## src/rtl/somador_serial_pkg.sv

```systemverilog
// Shared definitions for the bit-serial add/subtract controller:
// FSM state encodings, operation encodings and a small operand helper.
package somador_serial_pkg;

  // Controller states; 2'b11 is unused and recovers to IDLE.
  typedef enum logic [1:0] {
    ST_IDLE = 2'b00,
    ST_ADD  = 2'b01,
    ST_DONE = 2'b10
  } state_t;

  // Operation select encodings.
  localparam logic OP_ADD = 1'b0;
  localparam logic OP_SUB = 1'b1;

  // Subtraction is A + ~B + 1, so a subtract both inverts B and seeds the carry.
  function automatic logic op_is_sub(input logic op);
    return (op == OP_SUB);
  endfunction

endpackage

```

## src/rtl/meio_somador.sv

```systemverilog
// Half-adder cell: sum and carry of two single bits.
module meio_somador (
  output logic S,
  output logic C,
  input  logic A,
  input  logic B
);

  assign S = A ^ B;
  assign C = A & B;

endmodule

```

## src/rtl/somador_completo.sv

```systemverilog
// Structural 1-bit full adder: two half-adder cells chained, with the two
// partial carries merged by an OR gate (they can never both be high).
module somador_completo (
  output logic S,
  output logic Cout,
  input  logic A,
  input  logic B,
  input  logic Cin
);

  logic p_s;
  logic c1_s;
  logic c2_s;

  meio_somador u_ha0 (
    .S (p_s),
    .C (c1_s),
    .A (A),
    .B (B)
  );

  meio_somador u_ha1 (
    .S (S),
    .C (c2_s),
    .A (p_s),
    .B (Cin)
  );

  assign Cout = c1_s | c2_s;

endmodule

```

## src/rtl/somador_serial.sv

```systemverilog
// Bit-serial add/subtract controller. One full-adder stage is reused over
// WIDTH cycles, LSB first; the result and final carry are published with a
// one-cycle done pulse. For subtract, cout=1 means no borrow (A >= B).
module somador_serial
  import somador_serial_pkg::*;
#(
  parameter int WIDTH = 8
) (
  input  logic             clk,
  input  logic             rst_n,
  input  logic             start,
  input  logic             op,
  input  logic [WIDTH-1:0] a,
  input  logic [WIDTH-1:0] b,
  output logic             busy,
  output logic             done,
  output logic [WIDTH-1:0] sum,
  output logic             cout
);

  localparam int              CW       = $clog2(WIDTH) + 1;
  localparam logic [CW-1:0]   CNT_LAST = CW'(WIDTH - 1);

  state_t           state_q;
  logic [WIDTH-1:0] sa_q;
  logic [WIDTH-1:0] sb_q;
  logic [WIDTH-1:0] res_q;
  logic [WIDTH-1:0] res_d;
  logic [WIDTH-1:0] sum_q;
  logic [CW-1:0]    cnt_q;
  logic             carry_q;
  logic             cout_q;
  logic             busy_q;
  logic             done_q;

  logic             fa_sum_s;
  logic             fa_carry_s;

  // The single arithmetic stage, fed from the operand LSBs and the carry.
  somador_completo u_fa (
    .S    (fa_sum_s),
    .Cout (fa_carry_s),
    .A    (sa_q[0]),
    .B    (sb_q[0]),
    .Cin  (carry_q)
  );

  // Next result value: shift right and insert the new sum bit at the MSB.
  always_comb begin
    res_d            = res_q >> 1'b1;
    res_d[WIDTH-1]   = fa_sum_s;
  end

  // Controller FSM with operand/result shift registers and registered outputs.
  always_ff @(posedge clk) begin
    if (!rst_n) begin
      state_q <= ST_IDLE;
      sa_q    <= '0;
      sb_q    <= '0;
      res_q   <= '0;
      sum_q   <= '0;
      cnt_q   <= '0;
      carry_q <= 1'b0;
      cout_q  <= 1'b0;
      busy_q  <= 1'b0;
      done_q  <= 1'b0;
    end else begin
      case (state_q)
        ST_IDLE: begin
          done_q <= 1'b0;
          if (start) begin
            sa_q    <= a;
            sb_q    <= op_is_sub(op) ? ~b : b;
            carry_q <= op_is_sub(op);
            cnt_q   <= '0;
            busy_q  <= 1'b1;
            state_q <= ST_ADD;
          end else begin
            busy_q  <= 1'b0;
            state_q <= ST_IDLE;
          end
        end
        ST_ADD: begin
          res_q   <= res_d;
          sa_q    <= sa_q >> 1'b1;
          sb_q    <= sb_q >> 1'b1;
          carry_q <= fa_carry_s;
          cnt_q   <= cnt_q + 1'b1;
          busy_q  <= 1'b1;
          if (cnt_q == CNT_LAST) begin
            sum_q   <= res_d;
            cout_q  <= fa_carry_s;
            done_q  <= 1'b1;
            state_q <= ST_DONE;
          end else begin
            done_q  <= 1'b0;
            state_q <= ST_ADD;
          end
        end
        ST_DONE: begin
          done_q  <= 1'b0;
          busy_q  <= 1'b0;
          state_q <= ST_IDLE;
        end
        default: begin
          done_q  <= 1'b0;
          busy_q  <= 1'b0;
          state_q <= ST_IDLE;
        end
      endcase
    end
  end

  assign busy = busy_q;
  assign done = done_q;
  assign sum  = sum_q;
  assign cout = cout_q;

endmodule

```

## config.mk

```make
export PLATFORM = sky130hd
export DESIGN_NAME = somador_serial
export DESIGN_NICKNAME = d
export VERILOG_FILES = /design/src/rtl/somador_serial_pkg.sv /design/src/rtl/meio_somador.sv /design/src/rtl/somador_completo.sv /design/src/rtl/somador_serial.sv
export SDC_FILE = /design/constraint.sdc
export NUM_CORES = 1
export LEC_CHECK = 0
export CAP_MARGIN = 20
export CELL_PAD_IN_SITES_DETAIL_PLACEMENT = 2
export CELL_PAD_IN_SITES_GLOBAL_PLACEMENT = 2
export CORE_UTILIZATION = 28
export DETAILED_ROUTE_END_ITERATION = 10
export HOLD_SLACK_MARGIN = 0.06
export PLACE_DENSITY_LB_ADDON = 0.2
export SYNTH_ARGS = -nofsm -noshare
export SYNTH_HDL_FRONTEND = slang
export SYNTH_HIERARCHICAL = 1
export SYNTH_SLANG_ARGS = --single-unit
export TNS_END_PERCENT = 5
```

## constraint.sdc

```tcl
create_clock -name clk -period 1.17 [get_ports clk]
set_input_delay 0.1755 -clock clk [delete_from_list [all_inputs] [get_ports clk]]
set_output_delay 0.1755 -clock clk [all_outputs]
set_load 0.03 [all_outputs]
```

======== After elaboration in Yosys (flattened, before gate mapping) ========
Index checks and enable logic that the tools add are counted.
storage, ports and cells
  bits of input ports ..................... 20
  register bits ........................... 42
  word-level logic and storage cells ...... 40
  output and inout bits ................... 11
operators by class
  bitwise gates (word level) .............. 6
  reductions and logical operators ........ 5
  muxes and demuxes ....................... 15
  eq/ne operators ......................... 3
  add/subtract/negate cells ............... 1
operators by type and width
  cell                                                                    number
  8-bit one-hot mux with 2 select lines                                   2
  8-bit two-way mux                                                       3
  8-bit inverter                                                          1
  4-bit one-hot mux with 2 select lines                                   1
  2-bit AND reduction                                                     3
  4-bit by 1-bit adder with 4-bit output (second input constant)          1
  4-bit by 3-bit equality test with 1-bit output (second input constant)  1
  1-bit two-way mux                                                       4
  4-bit two-way mux                                                       1
  1-bit one-hot mux with 2 select lines                                   2
  2-bit one-hot mux with 2 select lines                                   1
  1-bit AND                                                               2
  2-bit by 1-bit equality test with 1-bit output (second input constant)  1
  2-bit zero test                                                         1
  2-bit two-way mux                                                       1
  2-bit != test (second input constant)                                   1
  2-bit nonzero test                                                      1
  1-bit bitwise XOR                                                       2
  1-bit bitwise OR                                                        1

======== Depth between registers and ports, before layout ========
  depth in word-level cells ............... 4
  depth in mapped cells ................... 5
  depth with buffers taken out ............ 5

======== Cells and area by module ========
The synthesis kept the hierarchy.
modules (own cells, without submodules)
  module            cells an instance  sequential area each (um^2)  area an instance (um^2)  times used
  somador_serial    194                820.8                        1702.9                   1
  meio_somador      1                  0.0                          12.5                     2
  somador_completo  1                  0.0                          6.3                      1

======== Least setup slack after synthesis ========
OpenSTA, ideal clock, no wires.
  kind .................................... register to register
  start point ............................. reg sa_q[0]
  end point ............................... reg carry_q
  cell stages (with the launch flop) ...... 6
  period minus slack after synthesis ...... 1.276 ns
  buffers on the path ..................... 0
  setup slack ............................. -0.106 ns
  required time ........................... 1.051 ns
  library setup time ...................... 0.119 ns
  data arrival time ....................... 1.157 ns
  path through ............................ dfxtp_1 ha_1 ha_1 or2_1 a21oi_1 a21oi_1
on the way
  longest elaborated chain between the ends .. 4
  elaborated cells between the ends (all ways) .. 5
  those cells by class .................... mux: 1; bitwise: 4
ends and longest elaborated chain
  what                                   RTL line                text
  start, declared                        somador_serial.sv:25    logic [WIDTH-1:0] sa_q;
  start signal, assigned                 somador_serial.sv:85    sa_q <= sa_q >> 1'b1;
  1-bit bitwise XOR                      meio_somador.sv:9       assign S = A ^ B;
  net u_fa.p_s                           somador_completo.sv:11  logic p_s;
  1-bit AND                              meio_somador.sv:10      assign C = A & B;
  net u_fa.c2_s                          somador_completo.sv:13  logic c2_s;
  1-bit bitwise OR                       somador_completo.sv:29  assign Cout = c1_s | c2_s;
  net fa_carry_s                         somador_serial.sv:37    logic fa_carry_s;
  1-bit one-hot mux with 2 select lines  somador_serial.sv:68    case (state_q)
  end signal, assigned                   somador_serial.sv:74    carry_q <= op_is_sub(op);
  end signal, assigned                   somador_serial.sv:87    carry_q <= fa_carry_s;
  end, declared                          somador_serial.sv:31    logic carry_q;
The timed path passes the listed nets, and every way through them passes these cells.
A chain may end at the register's enable or synchronous reset.

======== Worst setup path in the final report ========
  start point ............................. reg sb_q[0]
  end point ............................... reg carry_q
on the way
  longest elaborated chain between the ends .. 4
  elaborated cells between the ends (all ways) .. 5
  those cells by class .................... mux: 1; bitwise: 4
ends and longest elaborated chain
  what                                   RTL line                text
  start, declared                        somador_serial.sv:26    logic [WIDTH-1:0] sb_q;
  start signal, assigned                 somador_serial.sv:73    sb_q <= op_is_sub(op) ? ~b : b;
  start signal, assigned                 somador_serial.sv:86    sb_q <= sb_q >> 1'b1;
  1-bit bitwise XOR                      meio_somador.sv:9
  net u_fa.p_s                           somador_completo.sv:11
  1-bit AND                              meio_somador.sv:10
  net u_fa.c2_s                          somador_completo.sv:13
  1-bit bitwise OR                       somador_completo.sv:29
  net fa_carry_s                         somador_serial.sv:37
  1-bit one-hot mux with 2 select lines  somador_serial.sv:68
The timed path passes the listed nets, and every way through them passes these cells.

==> summary.md <==
| Metric | Value |
|---|---|
| YS warnings | `6` |
| Post-Route WL | `4.940 mm` |
| Outcome | `finished, violations left` |
| Post-DP Area | `2241 um^2` |
| Final hold violations | `0` |
| Gr usage total | `0.1686` |
| Grt met2 use | `0.3195` |
| Final HPWL DP | `about 3.7 mm` |
| Row count | `28` |
| RD Place Congestion | `0.7084` |
| Mapped Nets | `220` |
| Largest net degree at the start of global routing | `17` |
| Worst Path Required | `1350 ps` |
| Maximum clock path buffer count | `2` |
| PwrDens | `1299 nW/um^2` |
| CTS clk-pin slew, worst paths | `80 ps` |
| Worst-Skew Late Latency | `~290 ps` |
| Wire per inst | `15.63 um` |
| Area Growth Syn to Fin | `40.98%` |
| DR iter-0 viols | `52` |
| Setup TNS | `-659.6 ps` |
| RSZ-0062 raised after global routing | `yes` |
| Most frequent cells in the layout | `45 x nand2_1, 35 x dfxtp_1, 25 x a21oi_1` |
| Peak VDD IR | `0.5040 mV` |
| Commonest non-fill, non-tap cell in the layout | `nand2_1` |
| Cell Area, Synth | `1734 um^2` |
| GRT Max-Usage Layer | `met2` |
| DR pass1 iterations | `4` |
| Share of the yosys chip area belonging to registers | `0.4733` |
| Maxcap violations | `0` |
| DP Cell Count | `307` |
| Hold buffer count at cts | `0` |
| Vias in the first global route | `1743` |
| Post-synth top area cell | `dfxtp_1` |
| Max Clock Skew | `roughly 5.9 ps` |
| Initial antenna violation count | `0` |
| Post-synthesis cell type count | `32` |
| Fin worst setup slack | `-141.5 ps` |
| Worst slack at placement | `-344.0 ps` |
| DIE WIDTH | `80.70 um` |
| Initial Utilization | `0.2912` |
| Largest cells by area after synthesis | `dfxtp_1 47%, nand2_1 10%, a21oi_1 7.8%` |
| Die Y | `~81 um` |
| Met1 Use GR | `0.1822` |
| Setup violations, final | `11` |
| Tmin final | `around 1300 ps` |
| Setup crit end kind | `flip-flop` |
| Top FF cell, synth | `dfxtp_1` |
| Worst path arrival time | `1490 ps` |
| CTS sink count | `41` |
| Final Cycle Share | `1.121` |
| Rel. slew slack | `0.8492` |
| H-tree lvl count | `2` |
| Antenna diode count | `0` |
| Hold Path Class | `input port to flip-flop` |
| Drt via density | `4.873` |
| Syn avg cell area | `8.803 um^2` |
| CTS root buffer | `clkbuf_8` |
| Design Power | `3175 uW` |
| Full die area | `6512 um^2` |
| Async SR Flop Fraction | `0` |
| GR Util met3 | `0.04318` |
| Measured slew at the worst slew-check pin | `225.5 ps` |
| Lkg Pwr | `0.0009071 uW` |
| Final cell area excluding filler cells | `2445 um^2` |
| Number of buffers created by CTS | `5` |
| Pins over their slew limit | `0` |
| Port bufs | `30` |
| Critical Path Source Type | `flip-flop` |
| Share of cells above drive strength 1 | `0.2531` |
| Drc violations | `0` |
| Max Freq | `762.5 MHz` |
| Final cell count without fillers | `316` |
| Post-synth EDFFs | `0` |
| Violations in the final reports | `setup timing` |
| Core area | `5956 um^2` |
| Post-route ant nets | `0` |
| Top cell type's share of synthesized area | `0.4733` |
| Nets | `approximately 260` |
| # IOs | `31` |
| Global-route wire length before repair | `8.245 mm` |
| CTS tree | `done` |
| Mapped Cells | `197` |
| GR Overflow Total | `0` |
| Via count | `roughly 1500` |
| #FFs+latches synth | `41` |
| CP Class | `flip-flop to flip-flop` |
| Crit path max fanout | `2` |
[critical path: stages, from the launching register on]
cell     delay, ps
dfxtp_2        340
ha_4           240
ha_4           150
or2_4          240
a21oi_2        150
a21oi_1         80
[worst paths after layout]
| check | slack, ps | to | start | depth (start not counted) |
|---|---|---|---|---|
| max | -140 | carry_q$_SDFFE_PN0P_ | sb_q[0]$_SDFFE_PN0P_ | 5 |
| min | 420 | sa_q[5]$_SDFFE_PN0P_ | a[5] | 3 |
| max reg2reg | -140 | carry_q$_SDFFE_PN0P_ | sb_q[0]$_SDFFE_PN0P_ | 5 |
| min reg2reg | 460 | sum[3]$_SDFFE_PN0P_ | sum[3]$_SDFFE_PN0P_ | 2 |
[cells in the mapped netlist (4+ instances only)]
cell	instances
buf_4	4
o21ai_0	8
nor2_1	4
nand3_1	8
o221ai_1	4
a22oi_1	4
a21oi_1	27
mux2i_1	9
clkbuf_1	4
dfxtp_1	41
nand2_1	46
buf_6	4
xnor2_1	7
[sequential cells by signal (all words and copies together) (netlist names)]
register  flops
busy          1
carry_q       1
cnt_q         4
cout          1
done          1
res_q         7
sa_q          8
sb_q          8
state_q       2
sum           8
[stage by stage]
step / util / hold slack [ps]
floorplan: - / 302.2
global placement: 0.3763 / 443.4
detailed placement: 0.3763 / 456.1
CTS: 0.4038 / 413.3
global route: 0.4105 / 430.4
finish: 0.4105 / 423.6
[cells by family after synthesis]
family / Yosys count / synth area share
flip-flops: 41 / 0.4733
AND/OR/NAND/NOR: 69 / 0.1746
AO/OA/AOI/OAI: 51 / 0.1753
multiplexers: 9 / 0.05195
adder cells (fa/ha/maj): 3 / 0.02165
buffers and inverters: 16 / 0.06276
XOR/XNOR: 8 / 0.04041
[power by group]
group / switching (uW) / internal [uW]
Combinational: 229 / 241
Sequential: 46.2 / 1460
Clock: 502 / 696
Total: 778 / 2400
[metal layers]
layer | share of wire | vias up
met3 | 0.033 | 5
met4 | 0.012 | 0
met2 | 0.54 | 27
met5 | 0 | -
met1 | 0.42 | 746
li1 | - | 762
[final cells by class]
cell class,instances,area [um^2]
multi-input cells,140,890.9
clock buffers,7,86.33
inverters,1,3.754
clock inverters,1,30.03
well taps,75,93.84
flip-flops and latches,41,833.3
fillers,674,3511
repair buffers,51,506.7
[what timing repair did]
action / in CTS / in global routing
endpoints found under the setup margin: 39 / 38
gates resized for setup: 11 / 10
buffers inserted: 1 / 0
pin swaps: 3 / 2
cloned: 0 / 0
Power figures use the tool's default switching activity.
==> RTL change (same settings) <==
The 3 states of `state_t` get a one-hot encoding in 3 bits.
--- a/src/rtl/somador_serial_pkg.sv
+++ b/src/rtl/somador_serial_pkg.sv
@@ -3,10 +3,10 @@
 package somador_serial_pkg;
 
   // Controller states; 2'b11 is unused and recovers to IDLE.
-  typedef enum logic [1:0] {
-    ST_IDLE = 2'b00,
-    ST_ADD  = 2'b01,
-    ST_DONE = 2'b10
+  typedef enum logic [2:0] {
+    ST_IDLE = 3'b001,
+    ST_ADD  = 3'b010,
+    ST_DONE = 3'b100
   } state_t;
 
   // Operation select encodings.
Check against the original RTL: no difference found for any inputs over 10 cycles, from zero or initial values and one cycle with rst_n low; not proved beyond that.
==> RTL change against the unedited design <==
The flow still finishes with violations (negative setup slack); worst setup slack lost 0.21 ns; routed wire length is 24% higher; final cell count increased by 2.8%; area after synthesis is 1.6% lower; sequential cell count up 1; power shrank 3.5%; final area grew 5.4%; maximum frequency decreased by 14%; worst hold slack better by 0.017 ns; largest cell class unchanged; highest routed layer unchanged.
==> RTL change: results (changes against the unedited design) <==
Power and ir drop
  • Max VDD drop: 427.2 uV (-15%)
  • Clock power share: 0.332 (-0.045)
  • P_leak: 0.9488 nW (+4.6%)
  • Power per Cell Area: 1189 mW/mm^2 (-8.4%)
  • Share of power burned in registers: 0.502 (+0.028)
  • Sw Share: 0.2843 (+0.03943)

GRT
  • Gr usage total: 0.2013 (+0.03278)
  • First-pass GRT wire length: 9673 um (+17%)
  • Largest net degree at the start of global routing: 24 (+7)
  • Global-route met2 utilization: 0.3726 (+0.05316)
  • Met1 usage: 0.2310 (+0.04885)

Synthesis
  • Mapped Nets: 219 (-0.45%)
  • XOR/XNOR Fraction of Synth Area: 0.04106 (+0.0006517)
  • Synth Area in Compound Gates: 0.1833 (+0.007960)
  • Syn. warnings: 6 (unchanged)
  • Library cells used by synthesis: 31 (-3.1%)
  • Seq/Total Area, Yosys: 0.4927 (+0.01936)
  • Synthesized area per cell: 8.707 um^2 (-1.1%)
  • Post-synthesis adder-cell area fraction: 0.02199 (+0.0003491)
  • Post-synthesis mux area share: 0.01246 (-0.03948)
  • Synth top area cells: dfxtp_1 (49%), a21oi_1 (8.2%), nand3_1 (5.6%), nor3_1 (5.3%), nand2_1 (4.0%)
  • Top cell types by occurrence after synthesis: dfxtp_1 (42), a21oi_1 (28), nand3_1 (19), nand2_1 (18), nor3_1 (18)

Worst setup path
  • Reg2Reg Launch Point: state_q[1]$_SDFF_PN0_
  • Worst-path fanout max: 4 (+2)
  • Crit path DAT: 1.74 ns (+0.25 ns)
  • Worst R2R Path Depth: 7 (+2)

Place
  • Dpl hpwl: 3772 um (+2.6%)
  • Final Wtd Congestion: 0.7318 (+3.3%)
  • Dpl cells: 312 (+1.6%)
  • Worst slack, placed: -0.5667 ns (-0.2227 ns)

Route
  • Met1 WL: 2617 um (+26%)
  • Routed met2 length: 3231 um (+22%)
  • Vias/cell: 5.191 (+6.5%)
  • Met3 wire len: 217 um (+32%)

Worst hold path
  • HP Start: a[7]
  • Worst Hold Endpoint: sa_q[7]$_SDFFE_PN0P_

Timing
  • WHS: 0.4410 ns (+0.01743 ns)
  • Final Skew: 0.009042 ns (+0.003163 ns)
  • Final worst slack: -0.3480 ns (-0.2065 ns)
  • Slew @ Worst Pin: 0.3216 ns (+0.09605 ns)
  • # setup viols final: 41 (+30)

Finish
  • Layout cells sized above 1: 0.3400 (+0.08689)
  • Total Nets Final: 272 (+3.4%)
  • Fin cells: 325 (+2.8%)

Status
  • Failing checks: negative setup slack
  • Status: finished, violations left
## RTL change: how the worst max path moves through the flow
stage | endpoint | slack, ns | cells past startpoint | from
6_report | sb_q[6]$_SDFFE_PN0P_ | -0.35 | 7 | state_q[1]$_SDFF_PN0_
3_3_place_gp | carry_q$_SDFFE_PN0P_ | -0.41 | 6 | start
4_1_cts | sb_q[0]$_SDFFE_PN0P_ | -0.23 | 6 | state_q[1]$_SDFF_PN0_
2_1_floorplan | sum[0]$_SDFFE_PN0P_ | -0.14 | 5 | state_q[2]$_SDFF_PN0_
5_1_grt | sb_q[6]$_SDFFE_PN0P_ | -0.40 | 7 | state_q[1]$_SDFF_PN0_
3_5_place_dp | sa_q[4]$_SDFFE_PN0P_ | -0.57 | 6 | start
## RTL change: stage by stage
step | TNS, ns | cell area, um^2
global route | -8.739 | 2576
CTS | -5.388 | 2476
global placement | -9.572 | 2270
detailed placement | -12.59 | 2270
finish | -6.127 | 2576
floorplan | -4.125 | 1722
## RTL change: cell type report
cell class | count | area, um^2
clock buffer | 5 | 68.82
clock inverter | 3 | 25.02
fill | 647 | 3309
inverter | 2 | 7.507
multi-input combinational | 135 | 924.6
sequential | 42 | 848.3
tap | 75 | 93.84
timing repair buffer | 63 | 608.1
## RTL change: worst max-delay path, cell delays in order (launching register included)
cell and delay, ns:
dfxtp_2 0.34, buf_6 0.11, nor4bb_4 0.37, buf_6 0.17, buf_6 0.10, buf_6 0.10, a22oi_2 0.06, a21oi_2 0.19
## RTL change: timing repair
item,CTS,global route
resized for setup,25,23
hold buffers,0,0
pin swaps,7,5
setup buffers,4,1
cloned,1,0
endpoints found under the setup margin,43,42
hold endpoints to repair,0,0
